===== config.mk =====
export PLATFORM = sky130hd
export DESIGN_NAME = keypad_scanner
export DESIGN_NICKNAME = d
export VERILOG_FILES = /design/src/rtl/keypad_scanner.sv
export SDC_FILE = /design/constraint.sdc
export NUM_CORES = 1
export LEC_CHECK = 0
export BUFFER_PORTS_ARGS = -buffer_cell sky130_fd_sc_hd__buf_4
export CORE_MARGIN = 2
export CORE_UTILIZATION = 54
export DETAILED_ROUTE_END_ITERATION = 12
export GPL_ROUTABILITY_DRIVEN = 0
export GPL_TIMING_DRIVEN = 0
export PLACE_DENSITY = 0.84
export SLEW_MARGIN = 20
export SYNTH_ARGS = -nofsm -noshare
export SYNTH_HDL_FRONTEND = slang
export SYNTH_SLANG_ARGS = --single-unit

===== constraint.sdc =====
create_clock -name clk -period 3.33 [get_ports clk]
set_input_delay 0.666 -clock clk [delete_from_list [all_inputs] [get_ports clk]]
set_output_delay 0.666 -clock clk [all_outputs]
set_load 0.005 [all_outputs]

===== src/rtl/keypad_scanner.sv =====
// 4x4 keypad scanner: column drive, frame-based debounce, one-cycle press strobe with key code.
// Strobe lands 1 cycle after the closing frame end; no backpressure, strobes are never held off.
module keypad_scanner #(
  parameter int SCAN_DIV = 1000,
  parameter int DEBOUNCE = 4
) (
  input  logic       clk,
  input  logic       nRst,
  input  logic [3:0] row,
  output logic [3:0] col_drive,
  output logic       strobe,
  output logic [7:0] cur_key,
  output logic       key_held,
  output logic [1:0] scan_state
);

  localparam int DW = $clog2(SCAN_DIV);
  localparam int CW = $clog2(DEBOUNCE + 1);

  typedef enum logic [1:0] {
    S_IDLE     = 2'd0,
    S_DEBOUNCE = 2'd1,
    S_HELD     = 2'd2,
    S_RELEASE  = 2'd3
  } state_t;

  logic [3:0]    row_m, row_s;
  logic [DW-1:0] div_cnt;
  logic          sample, frame_end;
  logic [2:0]    hits;
  logic [1:0]    seen, seen_nx;
  logic [7:0]    seen_key, seen_key_nx;

  state_t        state, state_nx;
  logic [7:0]    cand, cand_nx, cur_key_nx;
  logic [CW-1:0] cnt, cnt_nx, cnt_inc, rcnt, rcnt_nx, rcnt_inc;
  logic          strobe_nx, key_held_nx, fire;
  logic          res_none, res_single;

  assign sample     = (div_cnt == DW'(SCAN_DIV - 1));
  assign frame_end  = sample && (col_drive == 4'b0001);
  assign hits       = 3'($countones(row_s));
  assign scan_state = state;

  always_ff @(posedge clk or negedge nRst) begin
    if (!nRst) begin
      row_m     <= '0;
      row_s     <= '0;
      div_cnt   <= '0;
      col_drive <= 4'b1000;
      seen      <= '0;
      seen_key  <= '0;
    end else begin
      row_m <= row;
      row_s <= row_m;
      if (sample) begin
        div_cnt   <= '0;
        col_drive <= {col_drive[0], col_drive[3:1]};
        seen      <= frame_end ? 2'd0 : seen_nx;
        seen_key  <= seen_key_nx;
      end else begin
        div_cnt <= div_cnt + 1'b1;
      end
    end
  end

  // seen counts distinct (row, col) pairs in the frame, saturating at 2 (= MULTI)
  always_comb begin
    seen_nx     = seen;
    seen_key_nx = seen_key;
    if (hits == 3'd1 && seen == 2'd0) begin
      seen_nx     = 2'd1;
      seen_key_nx = {row_s, col_drive};
    end else if (hits != 3'd0) begin
      seen_nx = 2'd2;
    end
  end

  assign res_none   = (seen_nx == 2'd0);
  assign res_single = (seen_nx == 2'd1);
  assign cnt_inc    = (cnt == CW'(DEBOUNCE)) ? cnt : cnt + 1'b1;
  assign rcnt_inc   = (rcnt == CW'(DEBOUNCE)) ? rcnt : rcnt + 1'b1;

  always_ff @(posedge clk or negedge nRst) begin
    if (!nRst) begin
      state    <= S_IDLE;
      cand     <= '0;
      cnt      <= '0;
      rcnt     <= '0;
      cur_key  <= '0;
      strobe   <= 1'b0;
      key_held <= 1'b0;
    end else begin
      state    <= state_nx;
      cand     <= cand_nx;
      cnt      <= cnt_nx;
      rcnt     <= rcnt_nx;
      cur_key  <= cur_key_nx;
      strobe   <= strobe_nx;
      key_held <= key_held_nx;
    end
  end

  always_comb begin
    state_nx    = state;
    cand_nx     = cand;
    cnt_nx      = cnt;
    rcnt_nx     = rcnt;
    cur_key_nx  = cur_key;
    strobe_nx   = 1'b0;
    key_held_nx = key_held;
    fire        = 1'b0;
    if (frame_end) begin
      case (state)
        S_IDLE: begin
          if (res_single) begin
            cand_nx = seen_key_nx;
            cnt_nx  = CW'(1);
            if (DEBOUNCE == 1) fire = 1'b1;
            else state_nx = S_DEBOUNCE;
          end
        end
        S_DEBOUNCE: begin
          if (res_single && seen_key_nx == cand) begin
            cnt_nx = cnt_inc;
            if (cnt_inc >= CW'(DEBOUNCE)) fire = 1'b1;
          end else if (res_single) begin
            cand_nx = seen_key_nx;
            cnt_nx  = CW'(1);
          end else begin
            state_nx = S_IDLE;
            cnt_nx   = '0;
          end
        end
        S_HELD: begin
          if (res_none) begin
            if (DEBOUNCE == 1) begin
              key_held_nx = 1'b0;
              state_nx    = S_IDLE;
            end else begin
              rcnt_nx  = CW'(1);
              state_nx = S_RELEASE;
            end
          end
        end
        default: begin
          if (res_none) begin
            rcnt_nx = rcnt_inc;
            if (rcnt_inc >= CW'(DEBOUNCE)) begin
              key_held_nx = 1'b0;
              state_nx    = S_IDLE;
              rcnt_nx     = '0;
            end
          end else begin
            state_nx = S_HELD;
            rcnt_nx  = '0;
          end
        end
      endcase
    end
    if (fire) begin
      cur_key_nx  = cand_nx;
      strobe_nx   = 1'b1;
      key_held_nx = 1'b1;
      cnt_nx      = '0;
      state_nx    = S_HELD;
    end
  end

endmodule


Yosys cells after proc, flatten, opt, wreduce, memory -nomap -nowiden
Cells that the tools add are included.
W data, S select, Z words.
{ "word_totals": {"regBits": 58, "in_bits": 6, "elab_cells": 95} }
{ "classes": {"addsub": 6, "n_lt_le_gt_ge": 2, "n_eq_ne": 16, "muxes": 40, "bitwise_logic": 1, "reduce_logical": 17} }
{ "ops": {"columns": ["cell", "n"], "rows": [
  ["$mux W8", 4],
  ["$mux W3", 9],
  ["$mux W2", 11],
  ["$pmux W8 S2", 1],
  ["$ne A3 B3 Y1 const B", 4],
  ["$pmux W3 S2", 2],
  ["$mux W1", 11],
  ["$add A10 B1 Y10 const B", 1],
  ["$eq A10 B10 Y1 const B", 1],
  ["$mux W10", 1],
  ["$eq A8 B8 Y1", 1],
  ["$add A3 B1 Y3 const B", 2],
  ["$eq A3 B3 Y1 const B", 2],
  ["$ge A3 B3 Y1 const B", 2],
  ["$logic_not A2 Y1", 3],
  ["$ne A6 B2 Y1 const B", 1],
  ["$pmux W2 S3", 1],
  ["$reduce_and A3 Y1", 2],
  ["$reduce_and A6 Y1", 1],
  ["$reduce_bool A2 Y1", 3],
  ["$reduce_bool A3 Y1", 2],
  ["$add A1 B1 Y2", 2],
  ["$eq A2 B1 Y1 const B", 2],
  ["$eq A4 B1 Y1 const B", 1],
  ["other kinds (10)", 12]
]} }

Longest topological paths before layout
{ "depth": {"word_depth": 12, "mapped_depth": 13, "depth_no_buf": 11} }

Worst setup path after synthesis
No wires, ideal clock.
{ "synth_path": {"path_kind": "reg2reg", "startpoint": "reg row_s[0]", "endpoint": "reg cur_key[0]", "setup_ns": 0.125, "t_arrival_ns": 3.207, "setup_slack_ns": -0.002, "stages_incl_launch_ff": 13, "path_buffers": 1, "period_less_slack_ns": 3.332, "path_cell_list": "dfrtp_1 inv_1 fa_1 inv_1 ha_1 ha_1 nor3_2 nand2_1 or4_4 a211oi_4 nand4_2 buf_6 mux2_4"} }
{ "synth_between": {"elab_chain_cells": 10, "elab_cells_between_ends": 18, "cone_classes": "add/sub (2); eq/ne (3); mux (10); reduce/logical (3)"} }
{ "synth_lines": {"columns": ["element", "line_no", "text"], "rows": [
  ["from (decl)", "27", "logic [3:0] row_m, row_s;"],
  ["from (signal assigned)", "55", "row_s <= row_m;"],
  ["$add A1 B1 Y2 (not written as such)", "42", "assign hits = 3'($countones(row_s));"],
  ["$add A2 B2 Y3 (not written as such)", "42", null],
  ["$eq A3 B1 Y1 or $reduce_bool A3 Y1 (tied branches)", "71, 74", null],
  ["$logic_and A1 B1 Y1 or $mux W2 (tied branches)", "71, 74", null],
  ["$mux W8 or $mux W2 (tied branches)", "71", "if (hits == 3'd1 && seen == 2'd0) begin"],
  ["$eq A8 B8 Y1 or $eq A2 B1 Y1 (tied branches)", "124, 80", null],
  ["$logic_and A1 B1 Y1 or $mux W8 (tied branches)", "124, 116, 127", null],
  ["$mux W8 or $mux W1 (tied branches)", "124", "if (res_single && seen_key_nx == cand) begin"],
  ["$pmux W8 S2 or $mux W1 (tied branches)", "114", "case (state)"],
  ["$mux W8 or $mux W1 (tied branches)", "113", "if (frame_end) begin"],
  ["to (signal assigned)", "98", "cur_key <= cur_key_nx;"],
  ["to (decl)", "12", "output logic [7:0] cur_key,"]
]} }
Parallel ways exist; a longest one is shown, timed or not.
A chain may end at the register's enable or synchronous reset.

Worst setup path after layout
{ "layout_path": {"startpoint": "reg row_s[0]", "endpoint": "reg cur_key[3]"} }
Same word-level chain as after synthesis.

==> summary by stage <==
Run status
The run finished with clean final reports.

Yosys
In the synthesized netlist the dominant register cell turns out to be dfrtp_1. Sorting the synthesized cells by area gives the leading types as dfrtp_1 50%, mux2_2 6.3%, nand2_1 3.9%, mux2_4 3.7%, ha_1 3.1%. The post-synthesis register bit count is 58. The synthesized netlist net count is about 280. The most repeated cell in the gate-level netlist after synthesis is dfrtp_1. The Yosys step of the flow raised 0 warnings. Of all cell types, the one taking the most synthesized area is dfrtp_1. The commonest cells after synthesis are 57 x dfrtp_1, 30 x nand2_1, 20 x nor2_1.

The share of the Yosys chip area taken by registers is 50.77%. For this run, asynchronously set or reset flops after synthesis account for 100.0%. The cell area after synthesis is 2861 um^2. Counting flops with a built-in enable in the synthesized netlist gives 0. In this run the biggest area consumer among cell types represents 49.85% of the synthesized area. Synthesis produced 263 cells. The synthesized area per cell is 10.88 um^2. The synthesized netlist contains 47 unique library cells.

Timing
Measured against its own limit, the worst slew margin works out to 53.06%. Timing would allow up to 0.3094 GHz. The post-route fraction of the period consumed by the critical path is 97.06%. The worst-margin pin slew is 0.7041 ns. After layout, the worst setup slack is 0.09778 ns. The number of endpoints failing setup at the final stage is 0. The count of final hold-check violations is 0. Setup repair after global routing could not meet its margin everywhere. The worst path needs 3.232 ns of the cycle, external delays included. The final-report max-slew violation count is 0.

The clock arrives with 0.005662 ns of skew.

Power
The part of the power in the clock network is 39.0%. The ratio of total power to cell area is 404.5 nW/um^2. Summed over all cells, the static leakage comes to 1.686 nW.

VDD sags by at most 300.7 uV. Net switching is 24.95% of the power. The design internal power is 1.043 mW. Sequential cells account for 51.3% of the total power.

The net switching component of the power is around 350 uW. The part of the power in combinational logic is approximately a tenth.

Layout
The count of nets after finishing is 321. The growth of design area from synthesis to finish is 20.07%. The layout has roughly 370 filler cells. Registers take approximately 1500 um^2. The multi-input logic area is 1383 um^2.

The antenna diode instance count is 0. The fraction of layout instances using a drive strength above 1 is 30.00%. Measured on the finished design, the core utilization comes to 67.27%.

Floorplan
From left edge to right edge, the die measures 76.80 um. For this design the top-level I/O count stands at 22. The floorplan has 26 rows. The total die area is 5897 um^2. The vertical die dimension is 76.80 um.

Once the floorplan was initialized, standard cells occupied between 50% and 60% of the core. The core region is 5107 um^2.

Critical path
The type of origin of the critical path is a register. On the critical path, the stage with the largest delay is an instance of fa_1. STA classifies the critical path endpoint as a register. For flop-to-flop paths, the worst setup slack is about 0.098 ns. The required time of the critical path is 3.55 ns.

The worst setup path is of the reg2reg kind. Along the worst path, the maximum fanout reaches 8. The critical path arrival is 3.45 ns. Traced cell by cell, the critical path runs through inv_2 -> fa_1 -> inv_1 -> ha_2 -> ha_4 -> nor3_4 -> nand2_2 -> or4_4 -> a211oi_4 -> nand4_2 -> buf_8 -> mux2_4.

The largest single stage delay on the critical path is 0.53 ns.

Placed design
The post-placement worst setup slack is -0.3706 ns. Once detailed placement completed, the half-perimeter wirelength came to 3642 um. Input and output buffers added on the ports amount to 21.

Clock tree
The clock latency of the later-clocked register in the worst-skew pair is about 0.34 ns. The buffer type at the clock tree root is clkbuf_8. TritonCTS built the clock tree. The TritonCTS buffer count is 9.

In this run, post-CTS hold repair placed 0 buffers. The longest clock path from root to sink contains 2 buffers. The count of H-tree levels built during CTS is 3. The number of clock sinks is 58. Clock-pin slew was measured on the worst setup and hold paths at approximately 0.060 ns.

Routing
The number of remaining DRC errors is 0. For this run, the detailed router's first-pass iteration total came to 4. The wire length reported by the detailed router is a little under 6000 um. The routed layout has 2074 vias. After detailed routing, the average wire length per cell comes to between 15 and 20 um. The average via count per standard cell is between 5 and 6. The detailed router's first-iteration violation count is approximately 180. In this run the remaining antenna-violating nets after routing total 0.

Flow run
The tool flagged a number of max-cap violations equal to 0.

Global route
Global routing used 21.24% of the available tracks across all layers. The number of antenna violations at the first check in global routing is 0. Entering global routing, the biggest net connects 59 pins. The first global-routing pass estimated roughly 10000 um of wire. The via count of the first global-routing pass is 2075. Summed over all layers, the global routing overflow is 0.

Min path
The worst min-delay path category is reg2reg.
[area by class of cell]
class | instances | area share [%]
plain buffers | 5 | 0.9104
well taps | 70 | 2.549
clock inverters | 4 | 0.5827
repair buffers | 34 | 7.902
clock buffers | 10 | 4.006
inverters | 14 | 1.529
flip-flops and latches | 58 | 42.28
multi-input cells | 185 | 40.24
[cell usage in the layout, fill, tap and decap left out, types with 9 or more instances in the layout]
| cell | synthesis | final |
|---|---|---|
| mux2_2 | 16 | 13 |
| xor2_1 | 9 | 9 |
| inv_1 | 14 | 12 |
| nand2_1 | 30 | 29 |
| nand3_1 | 9 | 9 |
| dfrtp_1 | 57 | 57 |
| xnor2_1 | 9 | 9 |
| clkbuf_8 | 0 | 10 |
| o21ai_0 | 16 | 14 |
| mux2_4 | 7 | 10 |
| buf_4 | 0 | 32 |
| nor2_1 | 20 | 19 |
[metal layers]
metal	GRT usage, %	share of wire, %	vias to the layer above
met2	31.67	47	56
met4	8.182	2.4	0
met3	6.588	5.8	12
li1	-	-	991
met5	0	0	-
met1	29.18	44	1015
[metrics by stage]
step                power [mW]  TNS, ns  instances  hold slack (ns)  area (um^2)
global route             1.444  -0.2248        380           0.3647         3436
floorplan               0.7841        0        263           0.3312         2861
finish                   1.390        0        380           0.3526         3436
global placement        0.8148   -3.929        354           0.3317         3107
detailed placement      0.8180   -4.483        354           0.3364         3107
CTS                      1.389        0        378           0.3492         3378
[timing repair]
item / in CTS / in global routing
gates resized for setup: 8 / 13
buffers inserted: 11 / 2
pin swaps: 7 / 4
endpoints found under the setup margin: 23 / 20
[cells by family (layout without fill, tap and decap cells)]
logic type               count (synthesis)  count (layout)  share of synthesized area, %
AO/OA/AOI/OAI                           38              38                         8.746
XOR/XNOR                                18              18                         5.510
adder cells (fa/ha/maj)                  8               8                         3.760
buffers and inverters                   20              67                         2.886
flip-flops                              58              58                         50.77
multiplexers                            25              25                         10.67
AND/OR/NAND/NOR                         96              96                         17.67
[sequential cells by signal, summed over array words and instances, names as in the netlist]
signal,flops
cnt,3
div_cnt,10
key_held,1
col_drive,4
row_m,4
seen,2
cur_key,8
row_s,4
seen_key,8
strobe,1
scan_state,2
cand,8
rcnt,3
[worst max-delay path: cells and delay by family (launching register included)]
kind	cells	cell delay [ns]
and+or+nand+nor	4	0.95
adders and majority gates	3	0.93
DFF	1	0.37
buffers and inverters	3	0.29
muxes	1	0.29
AOI/OAI and AO/OA	1	0.27
[final timing paths]
check                      cells past startpoint      from          to
setup / recovery                              12  row_s[0]  cur_key[3]
hold / removal                                 0  row_m[0]    row_s[0]
setup reg to reg                              12  row_s[0]  cur_key[3]
hold reg to reg                                0  row_m[0]    row_s[0]
max in group asynchronous                      1      nRst  div_cnt[8]
min in group asynchronous                      1      nRst  div_cnt[2]
[power groups by stage]
stage | combinational (mW) | clock, mW | sequential [mW]
detailed placement | 0.0926 | 0 | 0.725
CTS | 0.127 | 0.550 | 0.712
global placement | 0.0897 | 0 | 0.725
global route | 0.149 | 0.582 | 0.713
floorplan | 0.0594 | 0 | 0.725
finish | 0.135 | 0.542 | 0.713
Power figures use the tool's default switching activity.
